File: src/rtl/uart_note_rx.sv
// 8N1 UART receiver turning ASCII '0'..'7' into 3-bit note codes via a FWFT FIFO.
// Define UART_RX_MAJORITY_EN for 2-of-3 majority sampling of the line.
module uart_note_rx #(
  parameter int CLK_FREQ   = 12_000_000,
  parameter int BAUD       = 115_200,
  parameter int FIFO_DEPTH = 4
) (
  input  logic       clk,
  input  logic       rst,
  input  logic       rx,
  output logic [2:0] note,
  output logic       note_valid,
  input  logic       note_ready,
  output logic       frame_err,
  output logic       code_err,
  output logic       overflow
);

  localparam int CPB  = CLK_FREQ / BAUD;
  localparam int HALF = CPB / 2;
  localparam int CW   = $clog2(CPB);
  localparam int AW   = $clog2(FIFO_DEPTH);

  localparam logic [CW-1:0] CPB_M1  = CW'(CPB - 1);
  localparam logic [CW-1:0] HALF_M1 = CW'(HALF - 1);
  localparam logic [AW:0]   FULL_N  = (AW+1)'(FIFO_DEPTH);

  typedef enum logic [2:0] {
    IDLE,
    START,
    DATA,
    STOP,
    BREAK
  } state_t;

  state_t        state, state_n;
  logic [CW-1:0] cnt, cnt_n;
  logic [2:0]    bit_idx, bit_idx_n;
  logic [7:0]    shift, shift_n;
  logic          rx_m, rx_s;
  logic          samp;
  logic          push, fe_n, ce_n, ovf_n;

  always_ff @(posedge clk or posedge rst) begin
    if (rst) begin
      rx_m <= 1'b1;
      rx_s <= 1'b1;
    end else begin
      rx_m <= rx;
      rx_s <= rx_m;
    end
  end

`ifdef UART_RX_MAJORITY_EN
  // rx_h[0] is rx_s one cycle ago, rx_h[1] two cycles ago
  logic [1:0] rx_h;

  always_ff @(posedge clk or posedge rst) begin
    if (rst) rx_h <= 2'b11;
    else     rx_h <= {rx_h[0], rx_s};
  end

  assign samp = (rx_h[1] & rx_h[0]) |
                (rx_h[1] & rx_s) |
                (rx_h[0] & rx_s);
`else
  assign samp = rx_s;
`endif

  always_ff @(posedge clk or posedge rst) begin
    if (rst) begin
      state   <= IDLE;
      cnt     <= '0;
      bit_idx <= '0;
      shift   <= '0;
    end else begin
      state   <= state_n;
      cnt     <= cnt_n;
      bit_idx <= bit_idx_n;
      shift   <= shift_n;
    end
  end

  always_comb begin
    state_n   = state;
    cnt_n     = cnt;
    bit_idx_n = bit_idx;
    shift_n   = shift;
    push      = 1'b0;
    fe_n      = 1'b0;
    ce_n      = 1'b0;
    unique case (state)
      IDLE: begin
        cnt_n = '0;
        if (!rx_s) state_n = START;
      end
      START: begin
        if (cnt == HALF_M1) begin
          cnt_n     = '0;
          bit_idx_n = '0;
          state_n   = samp ? IDLE : DATA;
        end else begin
          cnt_n = cnt + CW'(1);
        end
      end
      DATA: begin
        if (cnt == CPB_M1) begin
          cnt_n            = '0;
          shift_n[bit_idx] = samp;
          bit_idx_n        = bit_idx + 3'd1;
          if (bit_idx == 3'd7) state_n = STOP;
        end else begin
          cnt_n = cnt + CW'(1);
        end
      end
      STOP: begin
        if (cnt == CPB_M1) begin
          cnt_n = '0;
          if (samp) begin
            state_n = IDLE;
            if (shift[7:3] == 5'b00110) push = 1'b1;
            else                        ce_n = 1'b1;
          end else begin
            state_n = BREAK;
            fe_n    = 1'b1;
          end
        end else begin
          cnt_n = cnt + CW'(1);
        end
      end
      BREAK: begin
        if (rx_s) state_n = IDLE;
      end
      default: state_n = IDLE;
    endcase
  end

  logic [2:0]  mem [FIFO_DEPTH];
  logic [AW-1:0] wr_ptr, rd_ptr;
  logic [AW:0]   count;
  logic          full, pop, wr_en;

  assign full       = (count == FULL_N);
  assign note_valid = (count != '0);
  assign pop        = note_valid & note_ready;
  // a pop frees the head slot on the same edge, so a full FIFO still accepts
  assign wr_en      = push & (~full | pop);
  assign ovf_n      = push & full & ~pop;
  assign note       = note_valid ? mem[rd_ptr] : 3'd0;

  always_ff @(posedge clk or posedge rst) begin
    if (rst) begin
      wr_ptr <= '0;
      rd_ptr <= '0;
      count  <= '0;
      for (int i = 0; i < FIFO_DEPTH; i++) mem[i] <= 3'd0;
    end else begin
      if (wr_en) begin
        mem[wr_ptr] <= shift[2:0];
        wr_ptr      <= wr_ptr + AW'(1);
      end
      if (pop) rd_ptr <= rd_ptr + AW'(1);
      if (wr_en && !pop)      count <= count + (AW+1)'(1);
      else if (!wr_en && pop) count <= count - (AW+1)'(1);
    end
  end

  always_ff @(posedge clk or posedge rst) begin
    if (rst) begin
      frame_err <= 1'b0;
      code_err  <= 1'b0;
      overflow  <= 1'b0;
    end else begin
      frame_err <= fe_n;
      code_err  <= ce_n;
      overflow  <= ovf_n;
    end
  end

endmodule

File: config.mk
export PLATFORM = sky130hd
export DESIGN_NAME = uart_note_rx
export DESIGN_NICKNAME = d
export VERILOG_FILES = /design/src/rtl/uart_note_rx.sv
export SDC_FILE = /design/constraint.sdc
export NUM_CORES = 1
export LEC_CHECK = 0
export CAP_MARGIN = 20
export CORE_ASPECT_RATIO = 0.7
export CORE_UTILIZATION = 25
export CTS_BUF_LIST = sky130_fd_sc_hd__clkbuf_4
export CTS_CLUSTER_SIZE = 8
export DETAILED_ROUTE_END_ITERATION = 8
export PLACE_DENSITY = 0.52
export SLEW_MARGIN = 40
export SYNTH_ARGS = -nofsm -noshare
export SYNTH_HDL_FRONTEND = slang
export SYNTH_SLANG_ARGS = --single-unit
File: constraint.sdc
create_clock -name clk -period 2.2 [get_ports clk]
set_input_delay 0.33 -clock clk [delete_from_list [all_inputs] [get_ports clk]]
set_output_delay 0.33 -clock clk [all_outputs]
set_load 0.005 [all_outputs]
; After elaboration in Yosys (flattened, before gate mapping)
; Cells that the tools add are included.
[word_totals]
ff_bits = 45
inputBits = 4
out_inout_bits = 7
word_cells = 104
[classes]
add_sub_neg = 6
magnitude_cmp = 5
n_eq_ne = 15
n_mux = 38
n_bitwise = 9
n_reduce_logical = 15
[ops]
columns = op, n
row1 = $mux W3, 15
row2 = $pmux W7 S3, 1
row3 = $pmux W3 S5, 1
row4 = $mux W7, 2
row5 = $bwmux W12, 1
row6 = $mux W1, 12
row7 = $ne A2 B2 Y1 const B, 6
row8 = $eq A3 B3 Y1 const B, 3
row9 = $bwmux W8, 1
row10 = $add A7 B1 Y7 const B, 1
row11 = $eq A7 B6 Y1 const B, 1
row12 = $eq A7 B7 Y1 const B, 1
row13 = $add A3 B1 Y3 const B, 2
row14 = $bmux W3 S2, 1
row15 = $demux W3 S2, 1
row16 = $eq A3 B2 Y1 const B, 2
row17 = $ge A3 B3 Y1 const B, 2
row18 = $not A2 Y3, 2
row19 = $pmux W3 S2, 1
row20 = $reduce_and A6 Y1, 1
row21 = $reduce_bool A3 Y1, 2
row22 = $eq A5 B3 Y1 const B, 1
row23 = $add A2 B1 Y2 const B, 2
row24 = $and A1 B1 Y1, 4
row25 = other kinds (16), 22

; Logic depth before layout (Yosys ltp)
; Gate-level depths: netlist of the first run.
[depth]
ltp_word = 10
mapped_depth = 10
mapped_depth_nobuf = 10

; Least setup slack after synthesis of the first run
; OpenSTA, ideal clock, no wires.
[synth_path]
kind = reg-to-reg
start = register count[0]
end = register count[1]
setup_time_ns = 0.125
arrival_ns = 2.139
path_slack_ns = -0.064
path_stages_with_launch = 8
path_buffers = 1
period_less_slack_ns = 2.264
path_cell_list = dfrtp_1 -> or4b_1 -> clkbuf_1 -> and3_1 -> ha_1 -> inv_1 -> fa_1 -> mux2_2
[synth_between]
elab_chain_cells = 7
[synth_rtl]
columns = item, line_no
row1 = start: declaration, 140  ; logic [AW:0] count;
row2 = start signal: assignment, 163  ; if (wr_en && !pop) count <= count + (AW+1)'(1);
row3 = start signal: assignment, 164  ; else if (!wr_en && pop) count <= count - (AW+1)'(1);
row4 = $reduce_bool A3 Y1 / $eq A3 B3 Y1 (equally long branches), "144, 143"
row5 = $and A1 B1 Y1 / $not A1 Y1 (equally long branches), "145, 147"
row6 = $or A1 B1 Y1 *, 147  ; assign wr_en = push & (~full | pop);
row7 = $and A1 B1 Y1 *, 147
row8 = net wr_en, 141  ; logic full, pop, wr_en;
row9 = $logic_not A1 Y1, 164
row10 = $logic_and A1 B1 Y1, 164
row11 = $reduce_bool A2 Y1 (no source line), -
; The timed path passes the listed nets; every way through them passes the cells marked *. The select of a mux whose other input is x is not followed.
; A chain may end at the register's enable or synchronous reset.

; Worst setup path after layout of the first run
[layout_path]
start = register rx_s
end = register count[2]
[layout_between]
elab_chain_cells = 7
[layout_rtl]
columns = item, line_no
row1 = start: declaration, 40  ; logic rx_m, rx_s;
row2 = start signal: assignment, 50  ; rx_s <= rx_m;
row3 = $mux W1 *, 119  ; if (samp) begin
row4 = $mux W1 *, 117  ; if (cnt == CPB_M1) begin
row5 = $mux W1 *, 92  ; unique case (state)
row6 = $and A1 B1 Y1 *, 147
row7 = net wr_en, 141
row8 = $logic_not A1 Y1, 164
row9 = $logic_and A1 B1 Y1, 164
row10 = $reduce_bool A2 Y1 (no source line), -
; The timed path passes the listed nets; every way through them passes the cells marked *.

==> impl_metrics.env, run 1 <==
export IMPL_drtAntennaViolNets=0
export IMPL_dpl_hpwl_mm=3.12
export IMPL_async_flop_share=1.00
export IMPL_power_net_switching_mw=0.307
export IMPL_r2r_start="rx_s"
export IMPL_period_needed_ns=2.20
export IMPL_slowest_delay_ns=0.56
export IMPL_reg2reg_to="count[2]"
export IMPL_cts_hold_buffers=0
export IMPL_drt_iter0_drc=48
export IMPL_overflow=0
export IMPL_fin_area_mm2=0.00278
export IMPL_io_pins=11
export IMPL_skew_ns=0.00966
export IMPL_cts_sinks=45
export IMPL_p_int_mw=1.09
export IMPL_slew_headroom=0.738
export IMPL_switching_share=0.219
export IMPL_busiest_layer="met1"
export IMPL_crit_fanout=2
export IMPL_syn_num_nets=202
export IMPL_cts_root_buffer="clkbuf_4"
export IMPL_crit_type="register to register"
export IMPL_rows=28
export IMPL_yosysTopAreaCell="dfrtp_1"
export IMPL_yosys_warnings=0
export IMPL_ys_seq_area_frac=0.496
export IMPL_fin_crit_sh=0.998
export IMPL_h_tree_depth=2
export IMPL_dp_cells=329
export IMPL_tightest_slew_ns=0.391
export IMPL_met3_usage=0.0332
export IMPL_holdCritPathClass="input pin to async pin"
export IMPL_dieArea_mm2=0.00949
export IMPL_ir_drop_v=0.000228
export IMPL_synth_area_mm2=0.00227
export IMPL_cts_tree="yes"
export IMPL_synth_commonest_cells="dfrtp_1 (43), mux2_2 (19), nor2_1 (12)"
export IMPL_rrSetupSlack_ns=0.004
export IMPL_cp_arrival_ns=2.51
export IMPL_use_met1=0.164
export IMPL_p_clk_frac=0.381
export IMPL_synth_ff_type="dfrtp_1"
export IMPL_rsz0062_at_grt="yes"
export IMPL_area_growth_pct=22.2
export IMPL_crit_buf_inv=1
export IMPL_initial_core_util=0.264
export IMPL_cp_data_required_time_ns=2.52
export IMPL_synth_seq_cells=45
export IMPL_vias=1475
export IMPL_route_detailed_drc=0
export IMPL_combPwrFrac=0.024
export IMPL_wl_per_cell_um=12.8
export IMPL_crit_chain="nand4b_1 > nor3_4 > and3_4 > ha_4 > inv_2 > fa_2 > xor2_1 > nor2_1 > xor2_1"
export IMPL_grt_pass1_vias=1524
export IMPL_layout_drive_gt1_share=0.311
export IMPL_fin_nets=234
export IMPL_start_kind="register"
export IMPL_first_pass_iters=4
export IMPL_synthCells=189
export IMPL_placed_cell_area_mm2=0.00265
export IMPL_gp_congestion=0.705
export IMPL_met2_usage=0.139
export IMPL_cts_made_buffers=5
export IMPL_grt_pass1_wl_mm=7.76
export IMPL_status="finished, final reports clean"
export IMPL_utilization=0.322
export IMPL_synth_most_common_cell="dfrtp_1"
export IMPL_clock_latency_ns=0.38
export IMPL_slew_viol_final=0
export IMPL_leakagePower_nw=1.29
export IMPL_instances_no_fill=342
export IMPL_routed_via_density=4.31
export IMPL_synth_edf_count=0
export IMPL_power_density_mw_per_mm2=503
export IMPL_ys_top_cells_by_area="dfrtp_1 (47%), mux2_2 (9.4%), ha_1 (4.4%), mux4_2 (3.0%), dfstp_2 (2.3%)"
export IMPL_core_area_mm2=0.00862
export IMPL_totalWireLength_mm=4.37
export IMPL_synth_avg_cell_area_um2=12.0
export IMPL_cap_violations=0
export IMPL_clock_path_buffers=2
export IMPL_fmax_mhz=455
export IMPL_yosysUniqueCellTypes=44
export IMPL_grt_max_degree=37
export IMPL_cpMostUsedCell="xor2_1"
export IMPL_synth_top_area_frac=0.473
export IMPL_hold_violations=0
export IMPL_p_total_mw=1.40
export IMPL_antenna_cells=0
export IMPL_fp_dieH_um=81.8
export IMPL_crit_family="simple AND/OR/NAND/NOR gates"
export IMPL_crit_path_end_kind="register"
export IMPL_antenna_found_initial=0
export IMPL_fin_hold_ws_ns=0.179
export IMPL_grt_usage=0.109
export IMPL_setup_viol=0
export IMPL_rr_worst_depth=9
export IMPL_die_w_um=116
export IMPL_slowest_stage="dfstp_2"
export IMPL_portBuffers=10
export IMPL_clkTransAtPathRegs_ns=0.14
export IMPL_seqPwrFrac=0.595
[worst max path at each step]
stage,slack (ns),depth (start not counted),start,endpoint
4_1_cts,0.003,9,rx_s,count[2]
3_3_place_gp,-0.25,7,note_ready,count[1]
5_1_grt,-0.09,9,rx_s,count[2]
3_5_place_dp,-0.29,7,note_ready,count[1]
2_1_floorplan,0.01,7,count[1],count[1]
6_report,0.004,9,rx_s,count[2]
[registers in the layout (all words and copies together), names as in the netlist]
| register | cells |
|---|---|
| bit_idx | 3 |
| cnt | 7 |
| code_err | 1 |
| count | 3 |
| frame_err | 1 |
| mem | 12 |
| overflow | 1 |
| rd_ptr | 2 |
| rx_m | 1 |
| rx_s | 1 |
| shift | 8 |
| state | 3 |
| wr_ptr | 2 |
[stage by stage]
step	worst slack (ns)	TNS [ns]
floorplan	0.0138	0
global placement	-0.252	-0.344
detailed placement	-0.290	-0.424
CTS	0.00262	0
global route	-0.0927	-0.163
finish	0.00377	0
[per-layer routing]
layer,up-vias,share of wire,wire [um]
li1,733,-,-
met1,721,0.58,2520
met2,14,0.37,1620
met3,7,0.035,155
met4,0,0.016,72
met5,-,0,0
[timing repair]
item                       in CTS  in global routing
gates resized for setup         4                  5
buffers inserted                4                  1
setup endpoints to repair       4                  5
pin swaps                       3                  1
[cell type report]
type / instances / area [um2]
clock buffers: 6 / 45.0
flip-flops and latches: 45 / 1130
fillers: 885 / 5840
inverters: 8 / 30.0
repair buffers: 33 / 292
clock inverters: 2 / 33.8
well taps: 120 / 150
multi-input cells: 128 / 1100
[layout by cell type (no fill, tap or decap), drive strengths merged, types with 3 or more instances in the layout]
master and instances:
clkdlybuf4s50 7, o21ai 4, nor2 12, mux4 3
nand4b 4, mux2 23, and2 3, xor2 4
clkbuf 6, inv 8, nor3 6, nand4 5
nand3 10, xnor2 6, nand2 11, buf 23
a21oi 3, ha 8, dfrtp 43
[logic make-up (layout without fill, tap and decap cells)]
group	count (synthesis)	in the layout	share of synthesized area
muxes	28	28	0.152
buffers and inverters	16	49	0.0303
AOI/OAI and AO/OA	12	12	0.0352
and+or+nand+nor	69	69	0.194
DFF	45	45	0.496
adders and majority gates	9	9	0.0528
xor gates and xnor gates	10	10	0.0385
[power groups by stage]
| stage | clock (mW) | sequential [mW] | combinational [mW] |
|---|---|---|---|
| 2_1_floorplan | 0 | 0.847 | 0.0144 |
| 3_3_place_gp | 0 | 0.847 | 0.0345 |
| 3_5_place_dp | 0 | 0.847 | 0.0348 |
| 4_1_cts | 0.550 | 0.831 | 0.0349 |
| 5_1_grt | 0.580 | 0.832 | 0.0378 |
| 6_report | 0.533 | 0.831 | 0.0330 |
(Power assumes the default switching activity.)
==> run 2, diff against run 1 <==
- GPL_TIMING_DRIVEN: unset -> 0
==> impl_metrics.env, run 2 (synthesis results as in run 1) <==
export IMPL_rr_worst_depth=9
export IMPL_start_kind="register"
export IMPL_rrSetupSlack_ns=0.03
export IMPL_leakagePower_nw=1.27
export IMPL_slew_viol_final=0
export IMPL_slew_headroom=0.599
export IMPL_cap_violations=0
export IMPL_slowest_stage="dfrtp_2"
export IMPL_wl_per_cell_um=12.7
export IMPL_final_cell_mix="dfrtp_1 (40), mux2_2 (19), buf_4 (13)"
export IMPL_utilization=0.321
export IMPL_power_net_switching_mw=0.301
export IMPL_ff_latch_area_mm2=0.00113
export IMPL_cp_data_required_time_ns=2.51
export IMPL_multi_input_area_mm2=0.00113
export IMPL_largest_reg_flops=12
export IMPL_crit_fanout=6
export IMPL_clkTransAtPathRegs_ns=0.15
export IMPL_top_register="mem"
export IMPL_gp_congestion=0.728
export IMPL_fmax_mhz=461
export IMPL_switching_share=0.239
export IMPL_area_growth_pct=21.5
export IMPL_placed_cell_area_mm2=0.00257
export IMPL_crit_type="register to register"
export IMPL_cts_tree="yes"
export IMPL_setup_slack_ns=0.0315
export IMPL_clock_latency_ns=0.38
export IMPL_grt_pass1_wl_mm=7.49
export IMPL_crit_start="cnt[4]"
export IMPL_seqPwrFrac=0.662
export IMPL_initial_core_util=0.264
export IMPL_cts_hold_buffers=0
export IMPL_p_clk_frac=0.314
export IMPL_clock_path_buffers=2
export IMPL_fin_nets=232
export IMPL_routed_via_density=4.42
export IMPL_dpl_hpwl_mm=2.98
export IMPL_cpMostUsedCell="xor2_1"
export IMPL_skew_ns=0.0287
export IMPL_die_w_um=116
export IMPL_rsz0062_at_grt="yes"
export IMPL_rows=28
export IMPL_setup_viol=0
export IMPL_cp_arrival_ns=2.48
export IMPL_fill_cells=902
export IMPL_largestRegisters="mem: 12 flops, shift: 8 flops, cnt: 7 flops"
export IMPL_ir_drop_v=0.000203
export IMPL_slowest_delay_ns=0.47
export IMPL_cts_made_buffers=5
export IMPL_reg2reg_to="count[2]"
export IMPL_combPwrFrac=0.024
export IMPL_crit_end="count[2]"
export IMPL_place_ws_ns=-0.461
export IMPL_cts_root_buffer="clkbuf_4"
export IMPL_power_density_mw_per_mm2=455
export IMPL_core_area_mm2=0.00862
export IMPL_first_pass_iters=5
export IMPL_totalWireLength_mm=4.30
export IMPL_hold_violations=0
export IMPL_holdCritPathClass="input pin to async pin"
export IMPL_vias=1497
export IMPL_io_pins=11
export IMPL_drtAntennaViolNets=0
export IMPL_dieArea_mm2=0.00949
export IMPL_route_detailed_drc=0
export IMPL_grt_usage=0.105
export IMPL_antenna_cells=0
export IMPL_drt_iter0_drc=53
export IMPL_period_needed_ns=2.17
export IMPL_fp_dieH_um=81.8
export IMPL_crit_chain="nand4b_4 > nor3_4 > and3_4 > ha_4 > inv_2 > fa_2 > xor2_1 > nor2_1 > xor2_1"
export IMPL_antenna_found_initial=0
export IMPL_fin_crit_sh=0.986
export IMPL_layout_drive_gt1_share=0.315
export IMPL_status="finished, final reports clean"
export IMPL_final_common_cell="dfrtp_1"
export IMPL_crit_path_end_kind="register"
export IMPL_h_tree_depth=2
export IMPL_fin_setup_tns_ns=0
export IMPL_dp_cells=320
export IMPL_instances_no_fill=339
export IMPL_fin_area_mm2=0.00276
export IMPL_cts_sinks=45
export IMPL_grt_pass1_vias=1473
export IMPL_grt_max_degree=38
export IMPL_tightest_slew_ns=0.602
export IMPL_r2r_start="cnt[4]"
export IMPL_p_int_mw=0.955
export IMPL_portBuffers=10
export IMPL_overflow=0
[run 2: cell types whose count changed in the layout (fill, tap and decap cells not counted), moves of 2 or more]
| cell | delta |
|---|---|
| buf_4 | -7 |
| clkbuf_1 | +3 |
| dfrtp_2 | +2 |
| dfrtp_1 | -2 |
[run 2: per-stage QoR]
step / total power [mW] / hold WS (ns)
global placement: 0.875 / 0.347
CTS: 1.28 / 0.154
floorplan: 0.861 / 0.334
global route: 1.32 / 0.154
detailed placement: 0.880 / 0.348
finish: 1.26 / 0.173
[run 2: how the worst min path moves through the flow]
stage                     start         to  slack [ns]  depth (start not counted)
after floorplan              rx       rx_m        0.33                          0
after global placement     rx_m       rx_s        0.35                          0
after detailed placement   rx_m       rx_s        0.35                          0
after CTS                   rst  rd_ptr[1]        0.15                          2
after global routing        rst   count[1]        0.15                          2
final                       rst   count[1]        0.17                          2
[run 2: area by class of cell]
| class | count | area share |
|---|---|---|
| buffer | 5 | 0.00996 |
| multi-input combinational | 128 | 0.409 |
| sequential | 45 | 0.410 |
| inverter | 8 | 0.0118 |
| timing repair buffer | 26 | 0.0870 |
| clock inverter | 2 | 0.00408 |
| clock buffer | 5 | 0.0136 |
| tap | 120 | 0.0543 |
[run 2: critical path: cells and delay by family, from the launching register on]
family | cells | cell delay (ns)
simple gates | 4 | 0.82
flops | 1 | 0.47
fa+ha+maj | 2 | 0.46
xor+xnor | 2 | 0.33
buf+inv | 1 | 0.03
[run 2: timing repair]
item | CTS | global route
hold endpoints to repair | 0 | 0
resized for setup | 13 | 6
endpoints found under the setup margin | 5 | 4
buffers inserted | 9 | 6
pin swaps | 5 | 4
[run 2: routing by layer]
| metal | track usage | vias up | part of all wire |
|---|---|---|---|
| li1 | - | 735 | - |
| met1 | 0.148 | 727 | 0.54 |
| met2 | 0.145 | 27 | 0.40 |
| met3 | 0.0339 | 8 | 0.039 |
| met4 | 0.0462 | 0 | 0.018 |
| met5 | 0 | - | 0 |
[run 2: power by group through the flow]
stage	registers [mW]	clock network, mW	logic (mW)
floorplan	0.847	0	0.0144
global placement	0.848	0	0.0271
detailed placement	0.847	0	0.0324
CTS	0.832	0.419	0.0325
global route	0.832	0.452	0.0359
finish	0.832	0.394	0.0305
